`config.mk`:
```
export PLATFORM = sky130hd
export DESIGN_NAME = mhd_flip_gen
export DESIGN_NICKNAME = d
export VERILOG_FILES = /design/src/rtl/mhd_pkg.sv /design/src/rtl/mhd_lfsr6.sv /design/src/rtl/mhd_flip_gen.sv
export SDC_FILE = /design/constraint.sdc
export NUM_CORES = 1
export LEC_CHECK = 0
export BUFFER_PORTS_ARGS = -buffer_cell sky130_fd_sc_hd__buf_2
export CAP_MARGIN = 20
export CORE_MARGIN = 3
export CORE_UTILIZATION = 25
export CTS_BUF_LIST = sky130_fd_sc_hd__clkbuf_8
export CTS_CLUSTER_DIAMETER = 150
export DETAILED_ROUTE_END_ITERATION = 10
export PLACE_DENSITY = 0.51
export REMOVE_ABC_BUFFERS = 1
export SYNTH_ARGS = -nofsm -noshare
export SYNTH_HDL_FRONTEND = slang
export SYNTH_SLANG_ARGS = --single-unit
export TNS_END_PERCENT = 1
```
`constraint.sdc`:
```
create_clock -name clk -period 4.24 [get_ports clk]
set_input_delay 0.636 -clock clk [delete_from_list [all_inputs] [get_ports clk]]
set_output_delay 0.636 -clock clk [all_outputs]
set_load 0.01 [all_outputs]
```
`src/rtl/mhd_pkg.sv`:
```
// Shared constants and types for the Hamming-distance miter stimulus blocks.
package mhd_pkg;

  localparam int BIT    = 34;
  localparam int MHD    = 4;
  localparam int DIST_W = 6;

  // x^6 + x^5 + 1: feedback is the XOR of the two top bits.
  localparam logic [5:0] LFSR_TAPS = 6'b110000;
  localparam logic [5:0] LFSR_SEED = 6'h2D;

  typedef enum logic [1:0] {
    IDLE = 2'd0,
    FLIP = 2'd1,
    DONE = 2'd2
  } mhd_gen_state_t;

endpackage

```
`src/rtl/mhd_lfsr6.sv`:
```
// Free-running 6-bit Fibonacci LFSR, period 63, async reset to seed.
module mhd_lfsr6 #(
  parameter logic [5:0] SEED = mhd_pkg::LFSR_SEED
) (
  input  logic       clk,
  input  logic       rst,
  output logic [5:0] q
);
  import mhd_pkg::*;

  logic fb;
  assign fb = ^(q & LFSR_TAPS);

  always_ff @(posedge clk or posedge rst) begin
    if (rst) q <= SEED;
    else     q <= {q[4:0], fb};
  end

endmodule

```
`src/rtl/mhd_flip_gen.sv`:
```
// Flips exactly dist distinct LFSR-chosen bits of a reference word and
// returns (a, a^mask, dist, dist > MHD) as a golden pair for the miter.
module mhd_flip_gen #(
  parameter int         BIT       = mhd_pkg::BIT,
  parameter int         MHD       = mhd_pkg::MHD,
  parameter int         DIST_W    = mhd_pkg::DIST_W,
  parameter logic [5:0] LFSR_SEED = mhd_pkg::LFSR_SEED
) (
  input  logic              clk,
  input  logic              rst,
  input  logic              in_valid,
  output logic              in_ready,
  input  logic [BIT-1:0]    in_word,
  input  logic [DIST_W-1:0] in_dist,
  output logic              out_valid,
  input  logic              out_ready,
  output logic [BIT-1:0]    out_a,
  output logic [BIT-1:0]    out_b,
  output logic [DIST_W-1:0] out_dist,
  output logic              out_expect
);
  import mhd_pkg::*;

  mhd_gen_state_t    state;
  logic [BIT-1:0]    a_q;
  logic [BIT-1:0]    mask;
  logic [DIST_W-1:0] dist_q;
  logic [DIST_W-1:0] cnt;
  logic [DIST_W-1:0] dist_clamp;
  logic [5:0]        lfsr;
  logic [5:0]        pos;
  logic [BIT-1:0]    sel;
  logic              hit;

  mhd_lfsr6 #(.SEED(LFSR_SEED)) u_lfsr (
    .clk (clk),
    .rst (rst),
    .q   (lfsr)
  );

  // LFSR never reads zero, so pos spans 0..62; anything >= BIT is a rejected draw.
  assign pos        = lfsr - 6'd1;
  assign sel        = (int'(pos) < BIT) ? (BIT'(1'b1) << pos) : '0;
  assign hit        = |(sel & ~mask);
  assign dist_clamp = (in_dist > DIST_W'(BIT)) ? DIST_W'(BIT) : in_dist;

  always_ff @(posedge clk or posedge rst) begin
    if (rst) begin
      state  <= IDLE;
      a_q    <= '0;
      mask   <= '0;
      dist_q <= '0;
      cnt    <= '0;
    end else begin
      case (state)
        IDLE: if (in_valid) begin
          a_q    <= in_word;
          dist_q <= dist_clamp;
          mask   <= '0;
          cnt    <= '0;
          state  <= FLIP;
        end
        // Completion is tested before drawing, so dist=0 spends one FLIP cycle.
        FLIP: if (cnt == dist_q) begin
          state <= DONE;
        end else if (hit) begin
          mask <= mask | sel;
          cnt  <= cnt + DIST_W'(1);
        end
        DONE: if (out_ready) state <= IDLE;
        default: state <= IDLE;
      endcase
    end
  end

  assign in_ready   = (state == IDLE);
  assign out_valid  = (state == DONE);
  assign out_a      = a_q;
  assign out_b      = a_q ^ mask;
  assign out_dist   = dist_q;
  assign out_expect = (dist_q > DIST_W'(MHD));

endmodule
```
==> results.yml <==
layout:
  final_core_util_pct: 32.3
  multi_input_area_sq_mm: 0.00200
  drive_gt1_share_pct: 27.3
  final_cells: 792
  seq_area_sq_mm: 0.00221
  nets: 618
  area_delta_synth_final_pct: 24.7
  diodes: 0
  nFillCells: 1801
floorplanning:
  die_w_um: 138
  rows: 47
  initial_utilization_pct: 25.9
  io_pins: 121
  dieHeight_um: 138
  core_sq_mm: 0.0168
  die_area_sq_mm: 0.0190
yosys:
  yosys_most_used_dff: "dfrtp_1"
  yosys.cell_types.count: 54
  synth.avg_cell_area_sq_um: 9.62
  synth_top_area_share_pct: 48.3
  synth.most_common_cell: "nand2_1"
  synth_top_area_cell: "dfrtp_1"
  synthCells: 452
  synthTopCellsByArea: "dfrtp_1, nand2_1, xor2_1, a32o_1, a22o_1"
  synth_common_cells: "nand2_1, dfrtp_1, xor2_1, nor2_1, a32o_1"
  synth_seq_cells: 88
  yosys_warnings: 0
  seq_area_frac_synth_pct: 50.7
  async_flop_share_pct: 100
  syn_area_sq_mm: 0.00435
  synth_edf_count: 0
clocking:
  root_buffer: "clkbuf_8"
  cts_max_level: 3
  insertion_delay_ps: 380
  cts_resized: 0
  hold_buffers: 0
  cts.sinks: 88
  cts.path.max_buffers: 2
  cts_buffers: 9
  path_clk_slew_ps: 90
  cts_setup_buffers: 0
  cts_tree: "built"
setup_path:
  crit_path_end_kind: "flop"
  cp.arrival_ps: 3750
  path_common_cell: "ha_1"
  worstPathRequired_ps: 4510
  path_buf_inv: 2
  cp_cell_sequence: "inv_1, ha_1, ha_1, nand2b_1, nor2_1, nor4_1, a21oi_1, a211oi_1, a41oi_2, buf_4, and3_1, a22o_1"
  worstPathMaxFanout: 12
  slowest_delay_ps: 600
  slowest_stage: "dfstp_2"
  path_class: "flop to flop"
  startpoint_type: "flop"
  critPathTopFamily: "simple AND/OR/NAND/NOR gates"
run:
  drv_cap: 0
power_and_ir_drop:
  power_per_cell_area_mw_per_mm2: 575
  power_w: 0.00312
  peakVddDrop_uv: 307
  power_leakage_nw: 2.89
detailed_routing:
  wl_um: 12500
  drt-initial-drc-count: 234
  routed_via_density: 4.64
  firstDrtPassIters: 5
  post-route-drc-count: 0
  vias: 3676
  drtAntennaViolNets: 0
  wl_per_cell_um: 15.8
sta:
  slew_headroom_pct: 41.6
  slew_viol_final: 0
  finalCritPeriodShare_pct: 82.1
  final.setup_skew_ps: 10.7
  layout_min_cycle_time_ps: 3480
  setup_viol: 0
  tns_ps: 0
  rsz0062_at_grt: "false"
  tightest_slew_ps: 877
  hold_viol_final: 0
  holdWs_ps: 437
  timing.fmax_ghz: 0.287
outcome:
  status: "finished, final reports clean"
placed_design:
  portBuffers: 120
  dp_cells: 776
  post-dp-hpwl_um: 8960
  gp_congestion: 0.883
grt:
  antenna_found_initial: 0
  grt_pass1_vias: 3562
  grtUsageTotal_pct: 13.6
  grt_pass1_wl_um: 19800
  overflow: 0
  grt_start_max_net_pins: 70
hold_path:
  hold_path.class: "input port to async pin"
-- report_power, final --
group	switching, W	leakage, nW	internal [W]
sequential	0.000195	1.15	0.00104
combinational	0.000689	1.62	0.000460
clock	0.000313	0.126	0.000423
-- placed cells by master (no fill, tap or decap), types with 3 or more instances in the layout --
cell         n
nand2_1    128
buf_2      120
dfrtp_1     84
xor2_1      39
nor2_1      25
a32o_1      15
a22o_1      13
nand2b_1    11
inv_1       11
clkbuf_8    11
a21oi_1     10
nor3_1       8
o21ai_0      7
ha_1         7
nand3_1      6
nor4_1       5
mux2i_1      5
buf_4        5
nor2b_1      4
dfstp_2      4
o22ai_1      3
and2_1       3
and3_1       3
nand3b_1     3
bufinv_16    3
-- registers in the layout, indices dropped and copies added (netlist names) --
name      count
mask         34
out_a        34
cnt           6
out_dist      6
u_lfsr.q      6
state         2
-- routing by layer --
metal / vias to the layer above / track usage, % / part of all wire [%] / wire, um
met2: 127 / 20.2 / 45 / 5560
met4: 0 / 3.46 / 1.3 / 159
li1: 1771 / - / - / -
met3: 14 / 3.88 / 6.0 / 755
met1: 1764 / 19.3 / 48 / 6020
met5: - / 0 / 0 / 0
-- cells by family after synthesis --
group           count (synthesis)  share of synthesized area [%]
mux                             7                           1.67
compound gates                 69                           12.6
simple gates                  205                           20.7
buf+inv                        33                           3.28
fa+ha+maj                       7                           2.01
xor+xnor                       43                           9.00
flops                          88                           50.7
-- worst register-to-register path, cell delays in order (launching register included) --
cell	delay, ps
dfstp_2	600
inv_1	90
ha_1	260
ha_1	500
nand2b_1	270
nor2_1	60
nor4_1	250
a21oi_1	100
a211oi_1	310
a41oi_2	170
buf_4	210
and3_1	310
a22o_1	240
-- cell type report --
cell class | count | share of cell area (%)
clock inverters | 5 | 1.89
clock buffers | 11 | 2.79
flip-flops and latches | 88 | 40.7
repair buffers | 125 | 11.8
well taps | 220 | 5.07
inverters | 12 | 0.876
multi-input cells | 331 | 36.9
-- worst paths after layout --
path | cells past startpoint | slack, ps | start | to
worst min register to register | 0 | 440 | u_lfsr.q[2] | u_lfsr.q[3]
worst max-delay path | 12 | 760 | u_lfsr.q[0] | mask[23]
max in group asynchronous | 3 | 2990 | rst | cnt[2]
worst max register to register | 12 | 760 | u_lfsr.q[0] | mask[23]
min in group clk | 3 | 440 | in_word[32] | out_a[32]
worst min-delay path | 2 | 440 | rst | out_a[21]
-- per-stage QoR --
step | cell area, sq um | worst slack [ps]
finish | 5430 | 760
global route | 5430 | 438
CTS | 5430 | 768
detailed placement | 5170 | 797
global placement | 5170 | 846
floorplan | 4250 | 565
(Power assumes the default switching activity.)
